[src/rtl/key_debouncer.sv]
// key_debouncer: conditions raw active-low push buttons for the display and audio logic.
// Each lane is synchronised with two flops and filtered by a four-state debounce FSM that
// only accepts a level change after DEBOUNCE_CYCLES consecutive stable samples.
//
// Ports:
//   clk          - system clock (25 MHz pixel clock)
//   rst_n        - asynchronous active-low reset
//   key_n        - raw buttons, asynchronous, 0 = pressed
//   count_en     - allows accepted presses to bump press_count
//   clear_counts - synchronous clear of all press counters
//   key_held     - debounced level, 1 = pressed
//   key_press    - one-cycle pulse per accepted press
//   key_release  - one-cycle pulse per accepted release
//   any_press    - OR of key_press
//   press_count  - 8-bit saturating counter per lane, lane i at [8i+7:8i]
module key_debouncer #(
  parameter int unsigned NUM_KEYS        = 3,
  parameter int unsigned DEBOUNCE_CYCLES = 250000,
  parameter int unsigned CNT_W           = 18
) (
  input  logic                    clk,
  input  logic                    rst_n,
  input  logic [NUM_KEYS-1:0]     key_n,
  input  logic                    count_en,
  input  logic                    clear_counts,
  output logic [NUM_KEYS-1:0]     key_held,
  output logic [NUM_KEYS-1:0]     key_press,
  output logic [NUM_KEYS-1:0]     key_release,
  output logic                    any_press,
  output logic [8*NUM_KEYS-1:0]   press_count
);

  typedef enum logic [1:0] {StIdle, StPressChk, StHeld, StRelChk} state_e;

  localparam logic [CNT_W-1:0] LastCnt = CNT_W'(DEBOUNCE_CYCLES - 1);

  // Synchroniser, reset to the released level.
  logic [NUM_KEYS-1:0] sync1_q, sync2_q;
  logic [NUM_KEYS-1:0] pressed_s;

  always_ff @(posedge clk or negedge rst_n) begin
    if (!rst_n) begin
      sync1_q <= '1;
      sync2_q <= '1;
    end else begin
      sync1_q <= key_n;
      sync2_q <= sync1_q;
    end
  end

  assign pressed_s = ~sync2_q;

  // Debounce FSM state and stability counters.
  state_e           state_q [NUM_KEYS];
  state_e           state_d [NUM_KEYS];
  logic [CNT_W-1:0] cnt_q   [NUM_KEYS];
  logic [CNT_W-1:0] cnt_d   [NUM_KEYS];

  logic [NUM_KEYS-1:0] press_d, press_q;
  logic [NUM_KEYS-1:0] release_d, release_q;

  always_ff @(posedge clk or negedge rst_n) begin
    if (!rst_n) begin
      for (int i = 0; i < NUM_KEYS; i++) begin
        state_q[i] <= StIdle;
        cnt_q[i]   <= '0;
      end
      press_q   <= '0;
      release_q <= '0;
    end else begin
      for (int i = 0; i < NUM_KEYS; i++) begin
        state_q[i] <= state_d[i];
        cnt_q[i]   <= cnt_d[i];
      end
      press_q   <= press_d;
      release_q <= release_d;
    end
  end

  always_comb begin
    for (int i = 0; i < NUM_KEYS; i++) begin
      state_d[i] = state_q[i];
      cnt_d[i]   = cnt_q[i];
      unique case (state_q[i])
        StIdle: begin
          if (pressed_s[i]) begin
            state_d[i] = StPressChk;
            cnt_d[i]   = '0;
          end
        end
        StPressChk: begin
          if (!pressed_s[i]) begin
            state_d[i] = StIdle;
            cnt_d[i]   = '0;
          end else if (cnt_q[i] == LastCnt) begin
            state_d[i] = StHeld;
            cnt_d[i]   = '0;
          end else begin
            cnt_d[i] = cnt_q[i] + 1'b1;
          end
        end
        StHeld: begin
          if (!pressed_s[i]) begin
            state_d[i] = StRelChk;
            cnt_d[i]   = '0;
          end
        end
        StRelChk: begin
          if (pressed_s[i]) begin
            state_d[i] = StHeld;
            cnt_d[i]   = '0;
          end else if (cnt_q[i] == LastCnt) begin
            state_d[i] = StIdle;
            cnt_d[i]   = '0;
          end else begin
            cnt_d[i] = cnt_q[i] + 1'b1;
          end
        end
        default: begin
          state_d[i] = StIdle;
          cnt_d[i]   = '0;
        end
      endcase
    end
  end

  // Pulse next-values fire on the accepting edge so pulse and key_held move together.
  always_comb begin
    press_d   = '0;
    release_d = '0;
    key_held  = '0;
    for (int i = 0; i < NUM_KEYS; i++) begin
      press_d[i]   = (state_q[i] == StPressChk) && pressed_s[i] && (cnt_q[i] == LastCnt);
      release_d[i] = (state_q[i] == StRelChk) && !pressed_s[i] && (cnt_q[i] == LastCnt);
      key_held[i]  = (state_q[i] == StHeld) || (state_q[i] == StRelChk);
    end
  end

  assign key_press   = press_q;
  assign key_release = release_q;
  assign any_press   = |press_q;

  // Press counters consume the registered pulse, so they update one edge after it.
  logic [7:0] count_q [NUM_KEYS];
  logic [7:0] count_d [NUM_KEYS];

  always_comb begin
    for (int i = 0; i < NUM_KEYS; i++) begin
      count_d[i] = count_q[i];
      if (clear_counts) begin
        count_d[i] = (press_q[i] && count_en) ? 8'd1 : 8'd0;
      end else if (press_q[i] && count_en && (count_q[i] != 8'hFF)) begin
        count_d[i] = count_q[i] + 8'd1;
      end
    end
  end

  always_ff @(posedge clk or negedge rst_n) begin
    if (!rst_n) begin
      for (int i = 0; i < NUM_KEYS; i++) begin
        count_q[i] <= '0;
      end
    end else begin
      for (int i = 0; i < NUM_KEYS; i++) begin
        count_q[i] <= count_d[i];
      end
    end
  end

  always_comb begin
    press_count = '0;
    for (int i = 0; i < NUM_KEYS; i++) begin
      press_count[8*i +: 8] = count_q[i];
    end
  end

endmodule

[config.mk]
export PLATFORM = sky130hd
export DESIGN_NAME = key_debouncer
export DESIGN_NICKNAME = d
export VERILOG_FILES = /design/src/rtl/key_debouncer.sv
export SDC_FILE = /design/constraint.sdc
export NUM_CORES = 1
export LEC_CHECK = 0
export ABC_AREA = 0
export BUFFER_PORTS_ARGS = -buffer_cell sky130_fd_sc_hd__buf_2
export CAP_MARGIN = 20
export CORE_MARGIN = 2
export CORE_UTILIZATION = 55
export DETAILED_ROUTE_END_ITERATION = 6
export PLACE_DENSITY = 0.75
export SYNTH_ARGS = -nofsm -noshare
export SYNTH_HDL_FRONTEND = slang
export SYNTH_SLANG_ARGS = --single-unit
[constraint.sdc]
create_clock -name clk -period 2.9 [get_ports clk]
set_clock_uncertainty 0.1 [all_clocks]
set_input_delay 0.58 -clock clk [delete_from_list [all_inputs] [get_ports clk]]
set_output_delay 0.58 -clock clk [all_outputs]
set_load 0.03 [all_outputs]
; Word-level counts from Yosys, hierarchy flattened
; Index checks and enable logic that the tools add are counted.
[op_classes]
n_addsub = 6
mul = 0
div = 0
order_cmp = 0
eq_ne = 27
shift = 0
muxes = 48
bitwise_logic = 1
reduce_logical = 37
[op_table]
columns = op, n
row1 = $mux W18, 15
row2 = $pmux W18 S4, 3
row3 = $add A18 B1 Y18 const B, 3
row4 = $eq A18 B18 Y1 const B, 3
row5 = $mux W8, 6
row6 = $mux W2, 18
row7 = $add A8 B1 Y8 const B, 3
row8 = $ne A8 B8 Y1 const B, 3
row9 = $pmux W2 S4, 3
row10 = $logic_and A1 B1 Y1, 18
row11 = $ne A3 B3 Y1 const B, 5
row12 = $eq A2 B2 Y1 const B, 6
row13 = $ne A2 B2 Y1 const B, 6
row14 = $reduce_and A4 Y1, 3
row15 = $eq A2 B1 Y1 const B, 3
row16 = $logic_not A2 Y1, 3
row17 = $reduce_and A2 Y1, 3
row18 = $reduce_bool A2 Y1, 3
row19 = $logic_not A1 Y1, 3
row20 = $logic_or A1 B1 Y1, 3
row21 = $mux W1, 3
row22 = $ne A3 B2 Y1 const B, 1
row23 = $not A3 Y3, 1
row24 = $reduce_or A3 Y1, 1
[totals]
register_bits = 96
latchBits = 0
ramBits = 0
romBits = 0
in_bits = 7
output_inout_bits = 34
word_cells = 132
n_memories = 0

; Depth between registers and ports, before layout
; Gate-level depths: netlist of the first run.
[depth]
word_depth = 4
mapped_depth = 7
ltp_nobuf = 6

; Worst setup path before layout of the first run
; Ideal clock, no wire load.
[synth_path]
kind = register -> register
from = register cnt_q[11] (netlist bit)
to = register cnt_q[8] (netlist bit)
setup_ps = 135
arrival_ps = 1843
required_ps = 2665
setup_slack_ps = 822
stages_incl_launch_ff = 7
path_buffers = 1
period_less_slack_ps = 2078
path_cell_list = dfrtp_1 or4b_1 or3_4 o21a_4 buf_6 a21oi_2 o22ai_1
[synth_between]
elab_chain_len = 4
elab_cells_between_ends = 5
cone_classes = eq/ne (1) / mux (4)
[synth_rtl]
columns = item, line
row1 = "start, declared", 56  ; logic [CNT_W-1:0] cnt_q [NUM_KEYS];
row2 = "start signal, assigned by index", 73  ; cnt_q[i] <= cnt_d[i];
row3 = $eq A18 B18 Y1 (*), "95, 112"
row4 = $mux W18 (*), "95, 112"
row5 = "$mux W18, on equally long branches", "109, 92"
row6 = $pmux W18 S4 (*), 84  ; unique case (state_q[i])
; Mark *: on every way between the ends. The rest lies on a longest branch, timed or not.
; A chain may end at the register's enable or synchronous reset.

; Final worst setup path of the first run
[layout_path]
from = register cnt_q[11] (netlist bit)
to = register cnt_q[14] (netlist bit)
[layout_between]
elab_chain_len = 4
elab_cells_between_ends = 6
cone_classes = add/sub (1) / eq/ne (1) / mux (4)
[layout_rtl]
columns = item, line
row1 = $add A18 B1 Y18 or $eq A18 B18 Y1 (tied branches), n/a
row2 = $mux W18 (*), "95, 112"
row3 = "$mux W18, on equally long branches", "109, 92"
row4 = $pmux W18 S4 (*), 84
; Marks and branches as above.

==> flow_summary.toml, run 1 <==
[worst_setup_path]
r2r_slack_ns = 0.64
r2r-start = "cnt_q[11]"
worst_setup_path_start_kind = "register"
crit_type = "reg2reg"
reg2reg_depth = 5
end_kind = "register"
required_ns = 3.05
r2r-end = "cnt_q[14]"
crit_path_max_fanout = 9
cp.arrival_ns = 2.41

[final_layout]
layout.area.seq_mm2 = 0.00241
drive_above_1_share = 0.148
area_delta_synth_final_pct = 11.1
finalNonFillerCells = 690
fill_cells = 735
multi_input_area_mm2 = 0.00239
nNetsFinal = 590
diodes = 0

[route]
drc = 0
drt_iter0_markers = 170
via_per_inst = 6.02
drt_wl_total_um = 10400
wl_per_cell_um = 15.1
dr.pass1.iters = 5
vias = 4151
antenna_left = 0

[synthesis]
yosysMostFrequentCell = "dfrtp_1"
synth_area_leader_cell = "dfrtp_1"
synth_common_cells = "dfrtp_1 (90), nand2_1 (60), nor2_1 (45)"
ys_seq_elements = 96
netlist_area_mm2 = 0.00498
yosys-mux-area-fraction = 0.0183
synthFlopType = "dfrtp_1"
synthesis.nets = 555
netlist_top_cells_area = "dfrtp_1 (45%), nand2_1 (4.5%), nand3_1 (3.9%), o21ai_0 (3.5%), nor2_1 (3.4%)"
syn_inst = 542
synth_top_area_share = 0.452
synth_top_family_by_area = "simple AND/OR/NAND/NOR gates"
synth_edf_count = 0
synthArstFlopShare = 1.00
synthSimpleGateAreaFrac = 0.268
ys_types = 59
avgSynthCellArea_um2 = 9.19
synth-seq-area-share = 0.484
synthAdderAreaFrac = 0.0151
synthXorXnorAreaFrac = 0.0299
ys_warn_count = 0
synth_compound_area_frac = 0.150

[die]
fp.dieH_um = 99.2
core_mm2 = 0.00876
pin_count = 41
fp.dieArea_mm2 = 0.00983
rows = 34
die_w_um = 99.2
start_util = 0.568

[clock_tree]
cts-root-buf = "clkbuf_8"
cts.path.max_buffers = 2
ctsHtreeMaxLevel = 3
numCtsBuffers = 9
cts_hold_buf = 0
cts_tree = "yes"
cts_resized = 0
path_clk_slew_ns = 0.09
clock-sinks = 96
clk_latency_ns = 0.36
post_cts_buffers = 0

[placement]
pre_cts_ws_ns = 0.662
hpwlAfterDp_um = 7290
post-place-cells = 674
finalWeightedCongestion = 0.921
port_buffers = 40

[timing]
period_minus_slack_ns = 2.26
drv_slew = 0
post-route-period-util = 0.778
worst_slack_ns = 0.644
whs_ns = 0.0933
slew_headroom = 0.547
tightest_slew_ns = 0.671
setup-tns-final_ns = 0
clock.fmax_mhz = 443
setup_viol = 0
hold_violations = 0
rsz0062_at_grt = "no"

[hold_path]
hp-class = "in2async"

[outcome]
outcome = "finished, final reports clean"

[pwr]
internal_power_mw = 2.32
leakage_nw = 2.47
peakVddDrop_uv = 362
p_clk_frac = 0.317
swShare = 0.326
seq_power_share = 0.443
power_density_mw_per_mm2 = 623
comb_power_share = 0.240
p_sw_mw = 1.12

[grt]
grt_pass1_wl_um = 18200
grt_usage = 0.225
grt-ovfl-total = 0
grt_pass1_vias = 3964
grt_max_degree = 57
antenna_found_initial = 0

[job]
maxCapViolations = 0
[layout by cell type (no fill, tap or decap), types with 3 or more instances in the layout]
master / netlist / layout
xor2_1: 8 / 8
inv_1: 23 / 23
and4_1: 5 / 5
o31ai_1: 3 / 3
and3_1: 13 / 13
bufinv_16: 0 / 3
nand3b_1: 5 / 5
and2_1: 4 / 4
buf_4: 0 / 5
xnor2_1: 9 / 9
nor3b_1: 6 / 6
o21ai_1: 3 / 3
or2_2: 3 / 3
buf_2: 3 / 39
nand3_1: 39 / 39
nor4_1: 7 / 7
a21oi_2: 5 / 5
mux2i_1: 8 / 8
nor2_1: 45 / 45
o211ai_1: 3 / 3
a22o_1: 6 / 6
o22ai_1: 3 / 3
dfrtp_1: 90 / 90
o21ai_0: 35 / 35
a31oi_1: 3 / 3
nor2b_1: 3 / 3
or3_1: 14 / 14
nand2_1: 60 / 60
dfstp_2: 6 / 6
a21oi_1: 18 / 18
nor3_1: 25 / 25
clkbuf_8: 0 / 11
a21o_1: 14 / 14
ha_1: 6 / 6
nand4_1: 17 / 17
o21ai_2: 3 / 3
[worst max-delay path: stages (launching register included)]
cell and delay (ns):
dfrtp_1 0.44, or4b_1 0.56, or3_4 0.40, o21ai_2 0.33, o22ai_1 0.14, a21o_1 0.19
[flip-flops by register name, summed over array words and instances (netlist names), named ones only]
name         count
sync2_q          3
cnt_q           54
key_release      3
state_q          3
sync1_q          3
press_count     24
key_press        3
[power groups by stage]
stage	clock network, mW	registers, mW	logic (mW)
after floorplan	0	1.52	0.658
after global placement	0	1.55	0.798
after detailed placement	0	1.55	0.825
after CTS	1.12	1.53	0.830
after global routing	1.17	1.55	0.925
final	1.09	1.53	0.827
[per-layer routing]
metal / global-route usage / wire (um) / up-vias
met5: 0 / 0 / -
met2: 0.370 / 5060 / 116
li1: - / - / 2021
met4: 0.0727 / 169 / 0
met3: 0.0450 / 479 / 17
met1: 0.303 / 4720 / 1997
[kinds of logic after synthesis]
family | after synthesis
AOI/OAI and AO/OA | 112
xor gates and xnor gates | 17
adders and majority gates | 6
buffers and inverters | 44
DFF | 96
muxes | 9
and+or+nand+nor | 258
[worst max path at each step]
stage | cells after the start | endpoint | startpoint | slack [ns]
CTS | 5 | cnt_q[14] | cnt_q[11] | 0.64
floorplan | 6 | cnt_q[8] | cnt_q[11] | 0.82
global route | 5 | cnt_q[14] | cnt_q[11] | 0.53
detailed placement | 5 | cnt_q[14] | cnt_q[11] | 0.66
global placement | 5 | cnt_q[14] | cnt_q[11] | 0.68
finish | 5 | cnt_q[14] | cnt_q[11] | 0.64
[area by class of cell]
type	instances	area share
sequential	96	0.436
multi-input combinational	402	0.433
timing repair buffer	45	0.0457
clock buffer	12	0.0280
tap	108	0.0244
clock inverter	4	0.0179
inverter	23	0.0156
[through the flow]
step	total power [mW]	area, um^2	utilization
6_report	3.45	5530	0.631
5_1_grt	3.64	5530	0.631
4_1_cts	3.47	5530	0.631
3_5_place_dp	2.38	5280	0.602
3_3_place_gp	2.34	5280	0.602
2_1_floorplan	2.18	4980	-
(Power assumes the default switching activity.)
==> run 2: changes to the inputs <==
clock period = 2.2 ns   (was 2.9 ns; I/O delays follow)
==> flow_summary.toml, run 2 (synthesized netlist as in run 1, its figures left out) <==
[timing]
drv_slew = 0
setup-tns-final_ns = 0
rsz0062_at_grt = "yes"
hold_violations = 17
post-route-period-util = 0.976
setup_viol = 0
clock.fmax_mhz = 466
whs_ns = -0.0139
slew_headroom = 0.614
period_minus_slack_ns = 2.15
tightest_slew_ns = 0.578

[final_layout]
nNetsFinal = 614
diodes = 0
finalNonFillerCells = 714
layout_commonest_cell = "dfrtp_1"
final_cell_mix = "dfrtp_1 (90), nand2_1 (60), nor2_1 (44)"
regMostFlops = "cnt_q"
area_delta_synth_final_pct = 15.1
largest_reg_flops = 54
drive_above_1_share = 0.188

[grt]
grt_max_degree = 97
grt_pass1_wl_um = 18700
antenna_found_initial = 0
grt-ovfl-total = 0
grt_usage = 0.230
grt_pass1_vias = 4152

[clock_tree]
clock-sinks = 96
cts_tree = "yes"
ctsHtreeMaxLevel = 3
cts.path.max_buffers = 2
numCtsBuffers = 9
cts-root-buf = "clkbuf_8"
cts_hold_buf = 0
clk_latency_ns = 0.37
path_clk_slew_ns = 0.10

[worst_setup_path]
crit_type = "reg2reg"
crit_path_max_fanout = 7
end_kind = "register"
worstPathCellList = "or4b_4 > or3_4 > o21a_4 > and3_1 > a21o_1"
required_ns = 2.36
worst_setup_path_start_kind = "register"
slowest_stage = "or4b_4"
cp.arrival_ns = 2.31
slowest_delay_ns = 0.55

[outcome]
outcome = "finished with violations"
failed_checks = "hold timing"

[route]
dr.pass1.iters = 5
drt_wl_total_um = 11000
antenna_left = 0
wl_per_cell_um = 15.5
drt_iter0_markers = 184
vias = 4292
drc = 0
via_per_inst = 6.01

[pwr]
peakVddDrop_uv = 462
power_density_mw_per_mm2 = 815
leakage_nw = 2.59

[die]
rows = 34
die_w_um = 99.2
core_mm2 = 0.00876
fp.dieArea_mm2 = 0.00983
start_util = 0.568
fp.dieH_um = 99.2
pin_count = 41

[placement]
post-place-cells = 693
port_buffers = 40
finalWeightedCongestion = 0.813
hpwlAfterDp_um = 7570

[hold_path]
hp-class = "in2async"

[job]
maxCapViolations = 0
==> run 2: through the flow <==
| stage | area [um^2] | worst slack (ns) | power [mW] | hold WS (ns) | util |
|---|---|---|---|---|---|
| 4_1_cts | 5670 | 0.0190 | 4.61 | 0.0367 | 0.647 |
| 6_report | 5730 | 0.0527 | 4.67 | -0.0139 | 0.654 |
| 3_3_place_gp | 5420 | 0.0369 | 3.16 | 0.246 | 0.619 |
| 2_1_floorplan | 4980 | 0.122 | 2.87 | 0.0444 | - |
| 3_5_place_dp | 5420 | -0.00616 | 3.20 | 0.247 | 0.619 |
| 5_1_grt | 5730 | -0.00731 | 4.94 | 0.0376 | 0.654 |
==> run 2: report_power, final <==
part | internal [mW] | switching, mW | leakage [nW]
Clock | 0.760 | 0.647 | 0.124
Combinational | 0.473 | 0.774 | 1.16
Sequential | 1.87 | 0.144 | 1.31
==> run 2: final cells by class <==
type,instances,area (um^2)
fill,729,3030
clock buffer,9,124
inverter,23,86.3
sequential,96,2410
timing repair buffer,68,425
clock inverter,7,118
multi-input combinational,403,2430
tap,108,135
==> run 2: worst paths after layout <==
kind / start / end / slack, ns / cells after the start
worst min register to register: sync1_q[1] / sync2_q[1] / 0.26 / 0
worst min-delay path: rst_n / key_release[0] / -0.01 / 2
min in group clk: key_n[2] / sync1_q[2] / 0.06 / 1
max in group asynchronous: rst_n / press_count[18] / 1.60 / 2
worst max register to register: cnt_q[11] / cnt_q[14] / 0.05 / 5
worst max-delay path: cnt_q[11] / cnt_q[14] / 0.05 / 5
==> run 2: routing by layer <==
layer | GRT usage | wire length (um)
met1 | 0.294 | 5010
met5 | 0 | 0
met4 | 0.0611 | 125
met2 | 0.400 | 5440
met3 | 0.0478 | 458
==> run 2: critical path: cells and delay by family, from the launching register on <==
kind,cells,cell delay [ns]
simple gates,3,1.14
flops,1,0.39
compound gates,2,0.41
==> run 2: timing repair <==
| action | in CTS | in global routing |
|---|---|---|
| buffers inserted | 0 | 4 |
| pin swaps | 0 | 3 |
| cloned | 0 | 1 |
| setup endpoints to repair | 1 | 8 |
| resized for setup | 1 | 4 |
| endpoints found under the hold margin | 0 | 0 |
